--- src/rtl/pong_game_core.sv ---
// rtl/pong_game_core.sv - two-player Pong engine: paddles, ball, collisions, scoring, serve/win FSM
// Game state advances only on frame_tick; every output is driven straight from a flop.
module pong_game_core #(
  parameter int H_RES        = 640,
  parameter int V_RES        = 480,
  parameter int PADDLE_H     = 64,
  parameter int PADDLE_W     = 8,
  parameter int PADDLE_X1    = 32,
  parameter int PADDLE_X2    = 600,
  parameter int BALL_SIZE    = 8,
  parameter int PADDLE_STEP  = 4,
  parameter int BALL_STEP    = 2,
  parameter int WIN_SCORE    = 7,
  parameter int SCORE_W      = 4,
  parameter int SERVE_FRAMES = 60
) (
  input  logic               clk,
  input  logic               reset,
  input  logic               frame_tick,
  input  logic               start,
  input  logic               up1,
  input  logic               down1,
  input  logic               up2,
  input  logic               down2,
  output logic [9:0]         paddle1_y,
  output logic [9:0]         paddle2_y,
  output logic [9:0]         ball_x,
  output logic [9:0]         ball_y,
  output logic [SCORE_W-1:0] score1,
  output logic [SCORE_W-1:0] score2,
  output logic [1:0]         state,
  output logic [1:0]         winner,
  output logic               point_pulse
);

  typedef enum logic [1:0] {ST_IDLE = 2'd0, ST_SERVE = 2'd1, ST_PLAY = 2'd2, ST_OVER = 2'd3} state_t;

  localparam int CNT_W = $clog2(SERVE_FRAMES + 1);

  localparam logic [9:0]  PAD_MAX    = 10'(V_RES - PADDLE_H);
  localparam logic [9:0]  PAD_INIT   = 10'((V_RES - PADDLE_H) / 2);
  localparam logic [9:0]  BALL_CX    = 10'((H_RES - BALL_SIZE) / 2);
  localparam logic [9:0]  BALL_CY    = 10'((V_RES - BALL_SIZE) / 2);
  localparam logic [9:0]  P_STEP     = 10'(PADDLE_STEP);
  localparam logic [9:0]  B_STEP     = 10'(BALL_STEP);
  localparam logic [9:0]  Y_MAX      = 10'(V_RES - BALL_SIZE);
  localparam logic [9:0]  L_FACE     = 10'(PADDLE_X1 + PADDLE_W);
  localparam logic [9:0]  R_STOP     = 10'(PADDLE_X2 - BALL_SIZE);
  localparam logic [10:0] W_STEP     = 11'(BALL_STEP);
  localparam logic [10:0] W_SIZE     = 11'(BALL_SIZE);
  localparam logic [10:0] W_PADH     = 11'(PADDLE_H);
  localparam logic [10:0] W_VRES     = 11'(V_RES);
  localparam logic [10:0] W_HRES     = 11'(H_RES);
  localparam logic [10:0] W_X2       = 11'(PADDLE_X2);
  localparam logic [10:0] W_LFACE    = 11'(PADDLE_X1 + PADDLE_W);
  localparam logic [SCORE_W-1:0] WIN_S = SCORE_W'(WIN_SCORE);
  localparam logic [CNT_W-1:0] SERVE_LAST = CNT_W'(SERVE_FRAMES - 1);

  state_t               state_q, state_d;
  logic [9:0]           pad1_q, pad1_d, pad2_q, pad2_d;
  logic [9:0]           ball_x_q, ball_x_d, ball_y_q, ball_y_d;
  logic                 dx_q, dx_d, dy_q, dy_d;  // dx 1 = right, dy 1 = down
  logic [SCORE_W-1:0]   score1_q, score1_d, score2_q, score2_d;
  logic [1:0]           winner_q, winner_d;
  logic                 point_q, point_d;
  logic [CNT_W-1:0]     serve_cnt_q, serve_cnt_d;

  logic [10:0] bx_w, by_w, p1_w, p2_w;
  logic        ov1, ov2, left_hit, right_hit, miss_left, miss_right;
  logic [9:0]  x_nxt, y_nxt;
  logic        dx_nxt, dy_nxt;
  logic [SCORE_W-1:0] s1_inc, s2_inc;

  function automatic logic [9:0] paddle_next(input logic [9:0] y, input logic up, input logic dn);
    logic [9:0] r;
    r = y;
    if (up && !dn)
      r = (y <= P_STEP) ? 10'd0 : y - P_STEP;
    else if (dn && !up)
      r = (y >= PAD_MAX - P_STEP) ? PAD_MAX : y + P_STEP;
    return r;
  endfunction

  // Collision tests work on 11-bit copies so edge sums never wrap.
  assign bx_w = {1'b0, ball_x_q};
  assign by_w = {1'b0, ball_y_q};
  assign p1_w = {1'b0, pad1_q};
  assign p2_w = {1'b0, pad2_q};

  assign ov1        = (by_w + W_SIZE > p1_w) && (by_w < p1_w + W_PADH);
  assign ov2        = (by_w + W_SIZE > p2_w) && (by_w < p2_w + W_PADH);
  assign left_hit   = !dx_q && (bx_w >= W_LFACE) && (bx_w <= W_LFACE + W_STEP) && ov1;
  assign right_hit  = dx_q && (bx_w + W_SIZE <= W_X2) && (bx_w + W_SIZE + W_STEP >= W_X2) && ov2;
  assign miss_left  = !dx_q && (ball_x_q < B_STEP);
  assign miss_right = dx_q && (bx_w + W_SIZE + W_STEP > W_HRES);
  assign s1_inc     = score1_q + SCORE_W'(1);
  assign s2_inc     = score2_q + SCORE_W'(1);

  always_comb begin
    y_nxt  = ball_y_q;
    dy_nxt = dy_q;
    if (!dy_q && ball_y_q <= B_STEP) begin
      y_nxt  = 10'd0;
      dy_nxt = 1'b1;
    end else if (dy_q && (by_w + W_SIZE + W_STEP >= W_VRES)) begin
      y_nxt  = Y_MAX;
      dy_nxt = 1'b0;
    end else if (dy_q) begin
      y_nxt = ball_y_q + B_STEP;
    end else begin
      y_nxt = ball_y_q - B_STEP;
    end

    x_nxt  = ball_x_q;
    dx_nxt = dx_q;
    if (left_hit) begin
      x_nxt  = L_FACE;
      dx_nxt = 1'b1;
    end else if (right_hit) begin
      x_nxt  = R_STOP;
      dx_nxt = 1'b0;
    end else if (dx_q) begin
      x_nxt = ball_x_q + B_STEP;
    end else begin
      x_nxt = ball_x_q - B_STEP;
    end
  end

  always_comb begin
    state_d     = state_q;
    pad1_d      = pad1_q;
    pad2_d      = pad2_q;
    ball_x_d    = ball_x_q;
    ball_y_d    = ball_y_q;
    dx_d        = dx_q;
    dy_d        = dy_q;
    score1_d    = score1_q;
    score2_d    = score2_q;
    winner_d    = winner_q;
    point_d     = 1'b0;
    serve_cnt_d = serve_cnt_q;
    case (state_q)
      ST_IDLE, ST_OVER: begin
        if (start) begin
          state_d     = ST_SERVE;
          score1_d    = '0;
          score2_d    = '0;
          winner_d    = 2'd0;
          ball_x_d    = BALL_CX;
          ball_y_d    = BALL_CY;
          serve_cnt_d = '0;
        end
      end
      ST_SERVE: begin
        if (frame_tick) begin
          pad1_d = paddle_next(pad1_q, up1, down1);
          pad2_d = paddle_next(pad2_q, up2, down2);
          if (serve_cnt_q == SERVE_LAST) begin
            state_d     = ST_PLAY;
            serve_cnt_d = '0;
          end else begin
            serve_cnt_d = serve_cnt_q + CNT_W'(1);
          end
        end
      end
      ST_PLAY: begin
        if (frame_tick) begin
          pad1_d = paddle_next(pad1_q, up1, down1);
          pad2_d = paddle_next(pad2_q, up2, down2);
          if (miss_left || miss_right) begin
            // Next serve heads toward the player who just conceded.
            point_d     = 1'b1;
            ball_x_d    = BALL_CX;
            ball_y_d    = BALL_CY;
            serve_cnt_d = '0;
            state_d     = ST_SERVE;
            if (miss_right) begin
              score1_d = s1_inc;
              dx_d     = 1'b1;
              if (s1_inc == WIN_S) begin
                state_d  = ST_OVER;
                winner_d = 2'd1;
              end
            end else begin
              score2_d = s2_inc;
              dx_d     = 1'b0;
              if (s2_inc == WIN_S) begin
                state_d  = ST_OVER;
                winner_d = 2'd2;
              end
            end
          end else begin
            ball_x_d = x_nxt;
            ball_y_d = y_nxt;
            dx_d     = dx_nxt;
            dy_d     = dy_nxt;
          end
        end
      end
      default: ;
    endcase
  end

  always_ff @(posedge clk or negedge reset) begin
    if (!reset) begin
      state_q     <= ST_IDLE;
      pad1_q      <= PAD_INIT;
      pad2_q      <= PAD_INIT;
      ball_x_q    <= BALL_CX;
      ball_y_q    <= BALL_CY;
      dx_q        <= 1'b1;
      dy_q        <= 1'b1;
      score1_q    <= '0;
      score2_q    <= '0;
      winner_q    <= 2'd0;
      point_q     <= 1'b0;
      serve_cnt_q <= '0;
    end else begin
      state_q     <= state_d;
      pad1_q      <= pad1_d;
      pad2_q      <= pad2_d;
      ball_x_q    <= ball_x_d;
      ball_y_q    <= ball_y_d;
      dx_q        <= dx_d;
      dy_q        <= dy_d;
      score1_q    <= score1_d;
      score2_q    <= score2_d;
      winner_q    <= winner_d;
      point_q     <= point_d;
      serve_cnt_q <= serve_cnt_d;
    end
  end

  assign paddle1_y   = pad1_q;
  assign paddle2_y   = pad2_q;
  assign ball_x      = ball_x_q;
  assign ball_y      = ball_y_q;
  assign score1      = score1_q;
  assign score2      = score2_q;
  assign state       = state_q;
  assign winner      = winner_q;
  assign point_pulse = point_q;

endmodule

--- config.mk ---
export PLATFORM = sky130hd
export DESIGN_NAME = pong_game_core
export DESIGN_NICKNAME = d
export VERILOG_FILES = /design/src/rtl/pong_game_core.sv
export SDC_FILE = /design/constraint.sdc
export NUM_CORES = 1
export LEC_CHECK = 0
export ABC_AREA = 1
export CORE_MARGIN = 5
export CORE_UTILIZATION = 25
export CTS_CLUSTER_DIAMETER = 120
export DETAILED_ROUTE_END_ITERATION = 16
export PLACE_DENSITY = 0.49
export SLEW_MARGIN = 20
export SYNTH_ARGS = -nofsm -noshare
export SYNTH_HDL_FRONTEND = slang
export SYNTH_SLANG_ARGS = --single-unit
--- constraint.sdc ---
create_clock -name clk -period 3.9 [get_ports clk]
set_clock_uncertainty 0.15 [all_clocks]
set_input_delay 0.39 -clock clk [delete_from_list [all_inputs] [get_ports clk]]
set_output_delay 0.39 -clock clk [all_outputs]
set_load 0.1 [all_outputs]
==> impl_metrics.json, run 1 <==
{
  "slew_viol_final": 0,
  "synth-compound-area-share_pct": 13.4,
  "cpMostUsedCell": "nand2_1",
  "crit_path_cell_trace": "ha_1, nand2_1, inv_1, nand3_1, nor2_1, xor2_1, inv_1, ha_1, inv_1, o211ai_1, a21oi_1, nand2_1, nand2_1, nor2_1, nand3_2, nand2_1, nor2_2, nand3_1, o21ai_0",
  "gp_congestion": 0.862,
  "hpwl_um": 13100,
  "antenna_cells": 0,
  "cap_violations": 0,
  "synth_top_area_share_pct": 16.3,
  "htreeDepth": 2,
  "wl_um": 16500,
  "grt_pass1_vias": 5201,
  "setup_viol": 0,
  "grt_pass1_wl_um": 27500,
  "layout_common_cells": "170 x nand2_1, 98 x inv_1, 75 x nor2_1, 69 x ha_1, 60 x nand3_1",
  "synth-xor-area-share_pct": 5.41,
  "post_drt_wl_per_cell_um": 14.5,
  "crit_fanout": 8,
  "synthTopCellsByArea": "dfrtp_1 16%, ha_1 15%, nand2_1 11%",
  "ys_ff_latch": 55,
  "synth_area_um2": 5670,
  "start_kind": "flip-flop",
  "crit_type": "reg2reg",
  "hold_ws_ns": 0.333,
  "tightest_slew_ns": 1.01,
  "dr.pass1.iters": 6,
  "cts_made_buffers": 5,
  "cts.sinks": 55,
  "hold_class": "reg2reg",
  "dr_total_vias": 5339,
  "grt_overflow": 0,
  "cts_tree": "built",
  "min-delay-start": "winner[1]",
  "yosysUniqueCellTypes": 51,
  "startpoint": "ball_y[3]",
  "mostFrequentLayoutCell": "nand2_1",
  "root_buffer": "clkbuf_16",
  "cellPowerDensity_nw_per_um2": 679,
  "clock_latency_ns": 0.31,
  "place_ws_ns": 0.677,
  "drive_gt1_share_pct": 9.76,
  "clockBufferDepth": 2,
  "die_height_um": 161,
  "post_cts.repair.setup_buffers": 0,
  "fill_cells": 2419,
  "initial_core_util_pct": 25.2,
  "via_per_inst": 4.70,
  "period_share_pct": 83.4,
  "drt_iter0_drc": 355,
  "pin_count": 61,
  "ir_drop_mv": 0.324,
  "dieArea_um2": 25800,
  "p_leak_uw": 0.00319,
  "worstReg2RegStart": "ball_y[3]",
  "fmax_ghz": 0.307,
  "yosysWarnings": 0,
  "cp.arrival_ns": 3.30,
  "maxSlewHeadroom_pct": 32.3,
  "synthSimpleGateAreaFrac_pct": 32.0,
  "path_clk_slew_ns": 0.09,
  "io_buffer_count": 54,
  "finalHoldViolCount": 0,
  "synthAdderAreaFrac_pct": 15.2,
  "setup_ws_ns": 0.646,
  "final_nets": 926,
  "syn_avg_cell_area_um2": 7.13,
  "grt_antenna_before_repair": 0,
  "ant_nets": 0,
  "synth_top_family_by_area": "simple AND/OR/NAND/NOR gates",
  "worstSetupEndpointType": "flip-flop",
  "cp_slowest_stage_delay_ns": 0.60,
  "grt.total_usage_pct": 12.9,
  "dieWidth_um": 161,
  "rows": 55,
  "area.growth.synth_to_final_pct": 17.8,
  "crit_required_ns": 3.95,
  "design.core.area_um2": 22500,
  "route.detailed.drc": 0,
  "yosysSeqAreaShare_pct": 24.7,
  "grt_max_degree": 41,
  "outcome": "completed",
  "slowest_stage": "dfstp_2",
  "synth_top_area_cell": "dfrtp_1",
  "syn_inst": 795,
  "synth_mux_area_share_pct": 0,
  "finalSetupTns_ns": 0,
  "min_period_ns": 3.25,
  "rsz0062_at_grt": "false"
}
[Yosys cell counts, drive strengths merged]
master,count
a32oi,1
clkinv,1
a21oi,38
o2111ai,2
nor2,86
o21bai,2
o2111a,2
o41ai,2
nor4,2
a2111oi,1
nor3b,5
nand3b,2
xor2,27
xnor2,8
o32ai,3
a22oi,4
and2,1
o22ai,7
a211oi,1
o21ai,50
clkbuf,5
nor3,15
a31oi,4
buf,12
dfstp,18
a221oi,1
a211o,1
o211ai,7
dfrtp,37
nand3,71
ha,69
nand4,18
nand2,182
conb,1
o31ai,1
inv,108
[sequential cells by signal (all words and copies together) (netlist names), 2 cells and up]
| name | cells |
|---|---|
| paddle1_y | 8 |
| winner | 2 |
| serve_cnt_q | 6 |
| score2 | 4 |
| state | 2 |
| score1 | 4 |
| ball_y | 9 |
| ball_x | 9 |
| paddle2_y | 8 |
[final timing paths]
path                            slack, ns  depth (start not counted)   endpoint
worst max register to register       0.65                         19  ball_x[1]
worst max-delay path                 0.65                         19  ball_x[1]
max in group asynchronous            2.42                          3  ball_x[3]
min in group asynchronous            0.45                          2  score2[2]
worst min register to register       0.33                          2  winner[1]
worst min-delay path                 0.33                          2  winner[1]
[power by group]
part	internal, uW	switching (uW)
logic	847	2190
clock network	250	254
registers	740	245
total	1840	2690
[routing by layer]
metal | global-route usage, % | vias up | part of all wire [%]
met5 | 0 | - | 0
met4 | 2.89 | 0 | 1.4
met3 | 2.39 | 17 | 4.4
met2 | 20.5 | 121 | 45
met1 | 18.3 | 2457 | 50
li1 | - | 2744 | -
[final cells by class]
type / count / area (um2) / area share, %
repair buffers: 59 / 578 / 8.66
well taps: 285 / 357 / 5.34
clock buffers: 5 / 125 / 1.88
inverters: 109 / 417 / 6.24
multi-input cells: 619 / 3760 / 56.4
clock inverters: 3 / 33.8 / 0.506
flip-flops and latches: 55 / 1400 / 21.0
[logic make-up after synthesis]
logic type / count (synthesis)
AOI/OAI and AO/OA: 127
and+or+nand+nor: 382
adders and majority gates: 69
xor gates and xnor gates: 35
DFF: 55
buffers and inverters: 126
other: 1
[what timing repair did]
action	CTS	global route
hold buffers	0	1
resized for setup	0	0
hold endpoints to repair	0	29
[through the flow]
step / utilization (%) / total power [uW] / area [um2] / std cells
after floorplan: - / 3270 / 5680 / 800
after CTS: 29.6 / 4580 / 6660 / 1134
after global routing: 29.7 / 4910 / 6670 / 1135
after detailed placement: 28.9 / 4050 / 6500 / 1126
after global placement: 28.9 / 4050 / 6500 / 1126
final: 29.7 / 4530 / 6670 / 1135
[worst max-delay path: cells and delay by family, from the launching register on]
kind | cells | cell delay (ns)
AND/OR/NAND/NOR | 10 | 1.02
AO/OA/AOI/OAI | 3 | 0.32
adder cells (fa/ha/maj) | 2 | 0.54
XOR/XNOR | 1 | 0.25
flip-flops | 1 | 0.60
buffers and inverters | 3 | 0.26
(Power assumes the default switching activity.)
==> inputs of run 2 (changes only) <==
--- a/config.mk
+++ b/config.mk
@@ -10,7 +10,7 @@
 export CORE_UTILIZATION = 25
 export CTS_CLUSTER_DIAMETER = 120
 export DETAILED_ROUTE_END_ITERATION = 16
-export PLACE_DENSITY = 0.49
+export PLACE_DENSITY = 0.5
 export SLEW_MARGIN = 20
 export SYNTH_ARGS = -nofsm -noshare
 export SYNTH_HDL_FRONTEND = slang
==> constraint.sdc (replaced) <==
create_clock -name clk -period 2.9 [get_ports clk]
set_clock_uncertainty 0.15 [all_clocks]
set_input_delay 0.29 -clock clk [delete_from_list [all_inputs] [get_ports clk]]
set_output_delay 0.29 -clock clk [all_outputs]
set_load 0.1 [all_outputs]
==> impl_metrics.json, run 2 (synthesized netlist as in run 1, its figures left out) <==
{
  "outcome": "completed",
  "route.met3.wl_um": 604,
  "grt_pass1_wl_um": 28000,
  "crit_required_ns": 2.99,
  "hold_ws_ns": 0.326,
  "r2r-end": "ball_x[6]",
  "route.detailed.drc": 0,
  "slew_viol_final": 0,
  "post_drt_wl_per_cell_um": 14.5,
  "drt_iter0_drc": 265,
  "path_clk_slew_ns": 0.09,
  "root_buffer": "clkbuf_16",
  "setup_viol": 0,
  "min_period_ns": 2.86,
  "min-delay-start": "winner[0]",
  "p_int_uw": 2600,
  "rsz0062_at_grt": "true",
  "power_uw": 6310,
  "maxSlewHeadroom_pct": 53.6,
  "initial_core_util_pct": 25.2,
  "crit_path_cell_trace": "buf_4, inv_1, ha_4, ha_1, a21oi_1, nor2_1, nor3b_2, nor2_1, nor2_1, o31ai_1, nand4_1, buf_4, inv_1, nor2_4, nand2_1, o21ai_1",
  "fmax_ghz": 0.349,
  "fill_cells": 2403,
  "final_nets": 969,
  "netSwitchingFraction_pct": 58.8,
  "pwr-share-clk_pct": 10.8,
  "pin_count": 61,
  "clock_latency_ns": 0.31,
  "dieWidth_um": 161,
  "cts_tree": "built",
  "cellPowerDensity_nw_per_um2": 887,
  "cpLargestDelayFamily": "simple AND/OR/NAND/NOR gates",
  "grt_pass1_vias": 5359,
  "reg2regPathDepth": 16,
  "io_buffer_count": 54,
  "routedLengthMet1_um": 8320,
  "hold_path_depth": 2,
  "p_leak_uw": 0.00344,
  "worstSetupEndpointType": "flip-flop",
  "cts.sinks": 55,
  "grt_overflow": 0,
  "place_ws_ns": -0.111,
  "critPathBufInv": 4,
  "cp.arrival_ns": 2.95,
  "final_cells": 1178,
  "gp_congestion": 0.857,
  "place_inst": 1164,
  "cap_violations": 0,
  "cpMostUsedCell": "nor2_1",
  "ir_drop_mv": 0.389,
  "dr_total_vias": 5552,
  "area.growth.synth_to_final_pct": 25.5,
  "drive_gt1_share_pct": 23.1,
  "crit_type": "reg2reg",
  "setup_ws_ns": 0.0368,
  "grt_max_degree": 30,
  "ant_nets": 0,
  "period_share_pct": 98.7,
  "cts_made_buffers": 5,
  "design.core.area_um2": 22500,
  "clockBufferDepth": 2,
  "hold_class": "reg2reg",
  "rows": 55,
  "start_kind": "flip-flop",
  "grt.total_usage_pct": 13.2,
  "wl_um": 17000,
  "seq_power_share_pct": 20.3,
  "worstReg2RegStart": "ball_y[3]",
  "die_height_um": 161,
  "finalHoldViolCount": 0,
  "switching_power_uw": 3710,
  "routed-wl-met2_um": 7920,
  "rrSetupSlack_ns": 0.04,
  "post-route-util_pct": 31.6,
  "dr.pass1.iters": 5,
  "layout_common_cells": "164 x nand2_1, 93 x inv_1, 93 x buf_4, 71 x nor2_1, 60 x ha_1",
  "tightest_slew_ns": 0.697,
  "crit_fanout": 7,
  "hold-path-endpoint": "winner[0]",
  "htreeDepth": 2,
  "grt_antenna_before_repair": 0,
  "combinationalPowerShare_pct": 68.9,
  "antenna_cells": 0,
  "cp_slowest_stage_delay_ns": 0.63,
  "top_layer": "met4",
  "dieArea_um2": 25800,
  "hpwl_um": 13400,
  "mostFrequentLayoutCell": "nand2_1",
  "via_per_inst": 4.71,
  "slowest_stage": "dfstp_4"
}
## run 2: cell count changes in the layout (fill, tap and decap cells not counted), moves of 6 or more
| cell | before | now |
|---|---|---|
| buf_4 | 5 | 93 |
| clkdlybuf4s50_1 | 53 | 6 |
| ha_1 | 69 | 60 |
| ha_4 | 0 | 8 |
| nand2_1 | 170 | 164 |
## run 2: power groups by stage
stage | logic, uW | clock network (uW) | registers [uW]
3_3_place_gp | 4210 | 0 | 1300
6_report | 4340 | 683 | 1280
2_1_floorplan | 2080 | 0 | 2350
3_5_place_dp | 4210 | 0 | 1300
4_1_cts | 4260 | 711 | 1280
5_1_grt | 4760 | 738 | 1320
## run 2: worst reg2reg max path: stages (launching register included)
cell	delay (ns)
dfstp_4	0.63
buf_4	0.17
inv_1	0.09
ha_4	0.26
ha_1	0.31
a21oi_1	0.15
nor2_1	0.07
nor3b_2	0.15
nor2_1	0.06
nor2_1	0.08
o31ai_1	0.07
nand4_1	0.09
buf_4	0.15
inv_1	0.07
nor2_4	0.14
nand2_1	0.07
o21ai_1	0.08
## run 2: what timing repair did
action,CTS,global route
hold buffers,1,0
setup buffers,0,5
setup endpoints to repair,10,19
resized for setup,9,26
endpoints found under the hold margin,20,0
pin swaps,3,12
## run 2: worst max-delay path by stage
stage	from	to	slack [ns]	cells after the start
floorplan	ball_y[3]	ball_x[1]	-0.13	19
global placement	ball_y[3]	dx_q	-0.01	20
detailed placement	ball_y[3]	dx_q	-0.11	20
CTS	ball_y[3]	ball_x[6]	0.0002	15
global route	ball_y[3]	ball_x[9]	-0.12	17
finish	ball_y[3]	ball_x[6]	0.04	16
## run 2: layout make-up
| class | count | area, um2 | share of cell area [%] |
|---|---|---|---|
| clock buffer | 5 | 125 | 1.76 |
| inverter | 109 | 417 | 5.86 |
| tap | 285 | 357 | 5.02 |
| clock inverter | 3 | 28.8 | 0.405 |
| sequential | 55 | 1420 | 20.0 |
| multi-input combinational | 619 | 3970 | 55.9 |
| timing repair buffer | 102 | 785 | 11.0 |
## run 2: routing by layer
metal	vias up	global-route usage, %
met5	-	0
met4	0	2.58
met3	12	1.64
met2	109	22.0
met1	2603	18.4
li1	2828	-
## run 2: metrics by stage
step / TNS, ns / instance area [um2]
finish: 0 / 7110
detailed placement: -0.733 / 6730
CTS: 0 / 6940
global route: -0.740 / 7110
global placement: -0.0243 / 6730
floorplan: -0.803 / 5750
==> inputs of run 3 (changes only) <==
--- a/config.mk
+++ b/config.mk
@@ -11,6 +11,7 @@
 export CTS_CLUSTER_DIAMETER = 120
 export DETAILED_ROUTE_END_ITERATION = 16
 export PLACE_DENSITY = 0.5
+export SKIP_CTS_REPAIR_TIMING = 1
 export SLEW_MARGIN = 20
 export SYNTH_ARGS = -nofsm -noshare
 export SYNTH_HDL_FRONTEND = slang
==> constraint.sdc (replaced) <==
create_clock -name clk -period 2.9 [get_ports clk]
set_clock_uncertainty 0.15 [all_clocks]
set_input_delay 0.29 -clock clk [delete_from_list [all_inputs] [get_ports clk]]
set_output_delay 0.29 -clock clk [all_outputs]
set_load 0.05 [all_outputs]
==> impl_metrics.json, run 3 (synthesized netlist as in run 1, its figures left out) <==
{
  "period_share_pct": 99.9,
  "io_buffer_count": 54,
  "antenna_cells": 0,
  "ant_nets": 0,
  "finalSetupTns_ns": 0,
  "crit_fanout": 7,
  "fmax_ghz": 0.345,
  "ir_drop_mv": 0.329,
  "worstReg2RegStart": "ball_y[3]",
  "p_leak_uw": 0.00341,
  "outcome": "complete, but fails checks",
  "placed_cell_area_um2": 6860,
  "hold_class": "in2async",
  "die_height_um": 161,
  "drt_iter0_drc": 293,
  "wl_um": 17200,
  "dieWidth_um": 161,
  "hpwl_um": 13500,
  "worstSetupEndpointType": "flip-flop",
  "cts.sinks": 55,
  "clock_latency_ns": 0.32,
  "crit_type": "reg2reg",
  "grt_pass1_wl_um": 28100,
  "design.core.area_um2": 22500,
  "cellPowerDensity_nw_per_um2": 807,
  "dr_total_vias": 5534,
  "final_nets": 973,
  "rrSetupSlack_ns": 0.004,
  "grt_max_degree": 39,
  "post_drt_wl_per_cell_um": 14.5,
  "crit_required_ns": 3.00,
  "grt_antenna_before_repair": 0,
  "route.detailed.drc": 0,
  "fill_cells": 2419,
  "stdcell_area_um2": 7230,
  "grt_pass1_vias": 5433,
  "grt.total_usage_pct": 13.2,
  "min_period_ns": 2.90,
  "reg2regPathDepth": 15,
  "initial_core_util_pct": 25.2,
  "drive_gt1_share_pct": 18.1,
  "mostFrequentLayoutCell": "nand2_1",
  "rsz0062_at_grt": "true",
  "tightest_slew_ns": 0.919,
  "finalHoldViolCount": 24,
  "hold_ws_ns": -0.0515,
  "post-route-util_pct": 32.1,
  "cap_violations": 0,
  "setup_viol": 0,
  "clockBufferDepth": 2,
  "rows": 55,
  "r2r-end": "ball_x[7]",
  "area.growth.synth_to_final_pct": 27.6,
  "cts_made_buffers": 5,
  "maxSlewHeadroom_pct": 38.7,
  "via_per_inst": 4.68,
  "cts_tree": "built",
  "slew_viol_final": 0,
  "dieArea_um2": 25800,
  "path_clk_slew_ns": 0.09,
  "power_uw": 5830,
  "htreeDepth": 2,
  "cp.arrival_ns": 2.99,
  "layout_common_cells": "166 x nand2_1, 93 x inv_1, 71 x nor2_1, 60 x ha_1, 58 x nand3_1",
  "start_kind": "flip-flop",
  "gp_congestion": 0.914,
  "pin_count": 61,
  "violations": "hold timing",
  "grt_overflow": 0,
  "dr.pass1.iters": 4,
  "root_buffer": "clkbuf_16",
  "startpoint": "ball_y[3]"
}
## run 3: worst max path at each step
stage                 to  slack, ns  depth (start not counted)
2_1_floorplan  ball_x[1]      -0.01                         19
3_3_place_gp        dx_q      -0.06                         20
3_5_place_dp   ball_x[1]      -0.09                         19
4_1_cts        ball_x[6]      -0.11                         19
5_1_grt             dx_q      -0.17                         18
6_report       ball_x[7]      0.004                         15
## run 3: worst max-delay path, cell delays in order (launching register included)
cell and delay [ns]:
dfstp_4 0.64, buf_6 0.14, inv_1 0.08, ha_4 0.29, ha_4 0.20, a21oi_2 0.12, nor2_1 0.06, nor3b_2 0.18
nor2_1 0.07, nor2_1 0.13, o31ai_2 0.09, nand4_1 0.22, nand2_2 0.12, nor2_4 0.14, nand2_1 0.06, o21ai_1 0.12
## run 3: final cells by class
type                    count  area (um2)  share of cell area [%]
clock inverters             3        31.3                   0.433
well taps                 285         357                    4.93
flip-flops and latches     55        1400                    19.4
inverters                 109         417                    5.76
multi-input cells         619        3960                    54.8
clock buffers               5         125                    1.73
repair buffers            106         933                    12.9
## run 3: through the flow
stage / instances / setup slack, ns / hold slack, ns
after floorplan: 800 / -0.0119 / -0.156
after global placement: 1169 / -0.0610 / 0.328
after detailed placement: 1169 / -0.0878 / 0.329
after CTS: 1177 / -0.112 / -0.0202
after global routing: 1182 / -0.165 / 0.0335
final: 1182 / 0.00428 / -0.0515
## run 3: power by group
group | total [uW] | internal, uW | switching [uW]
logic | 3900 | 1370 | 2530
clock network | 684 | 336 | 348
registers | 1250 | 996 | 251
total | 5830 | 2700 | 3130
## run 3: metal layers
layer	wire (um)	vias to the layer above	part of all wire (%)	global-route usage (%)
met5	0	-	0	0
met4	269	0	1.6	3.25
met3	468	18	2.7	1.98
met2	8090	85	47	22.0
met1	8360	2580	49	18.1
li1	-	2851	-	-
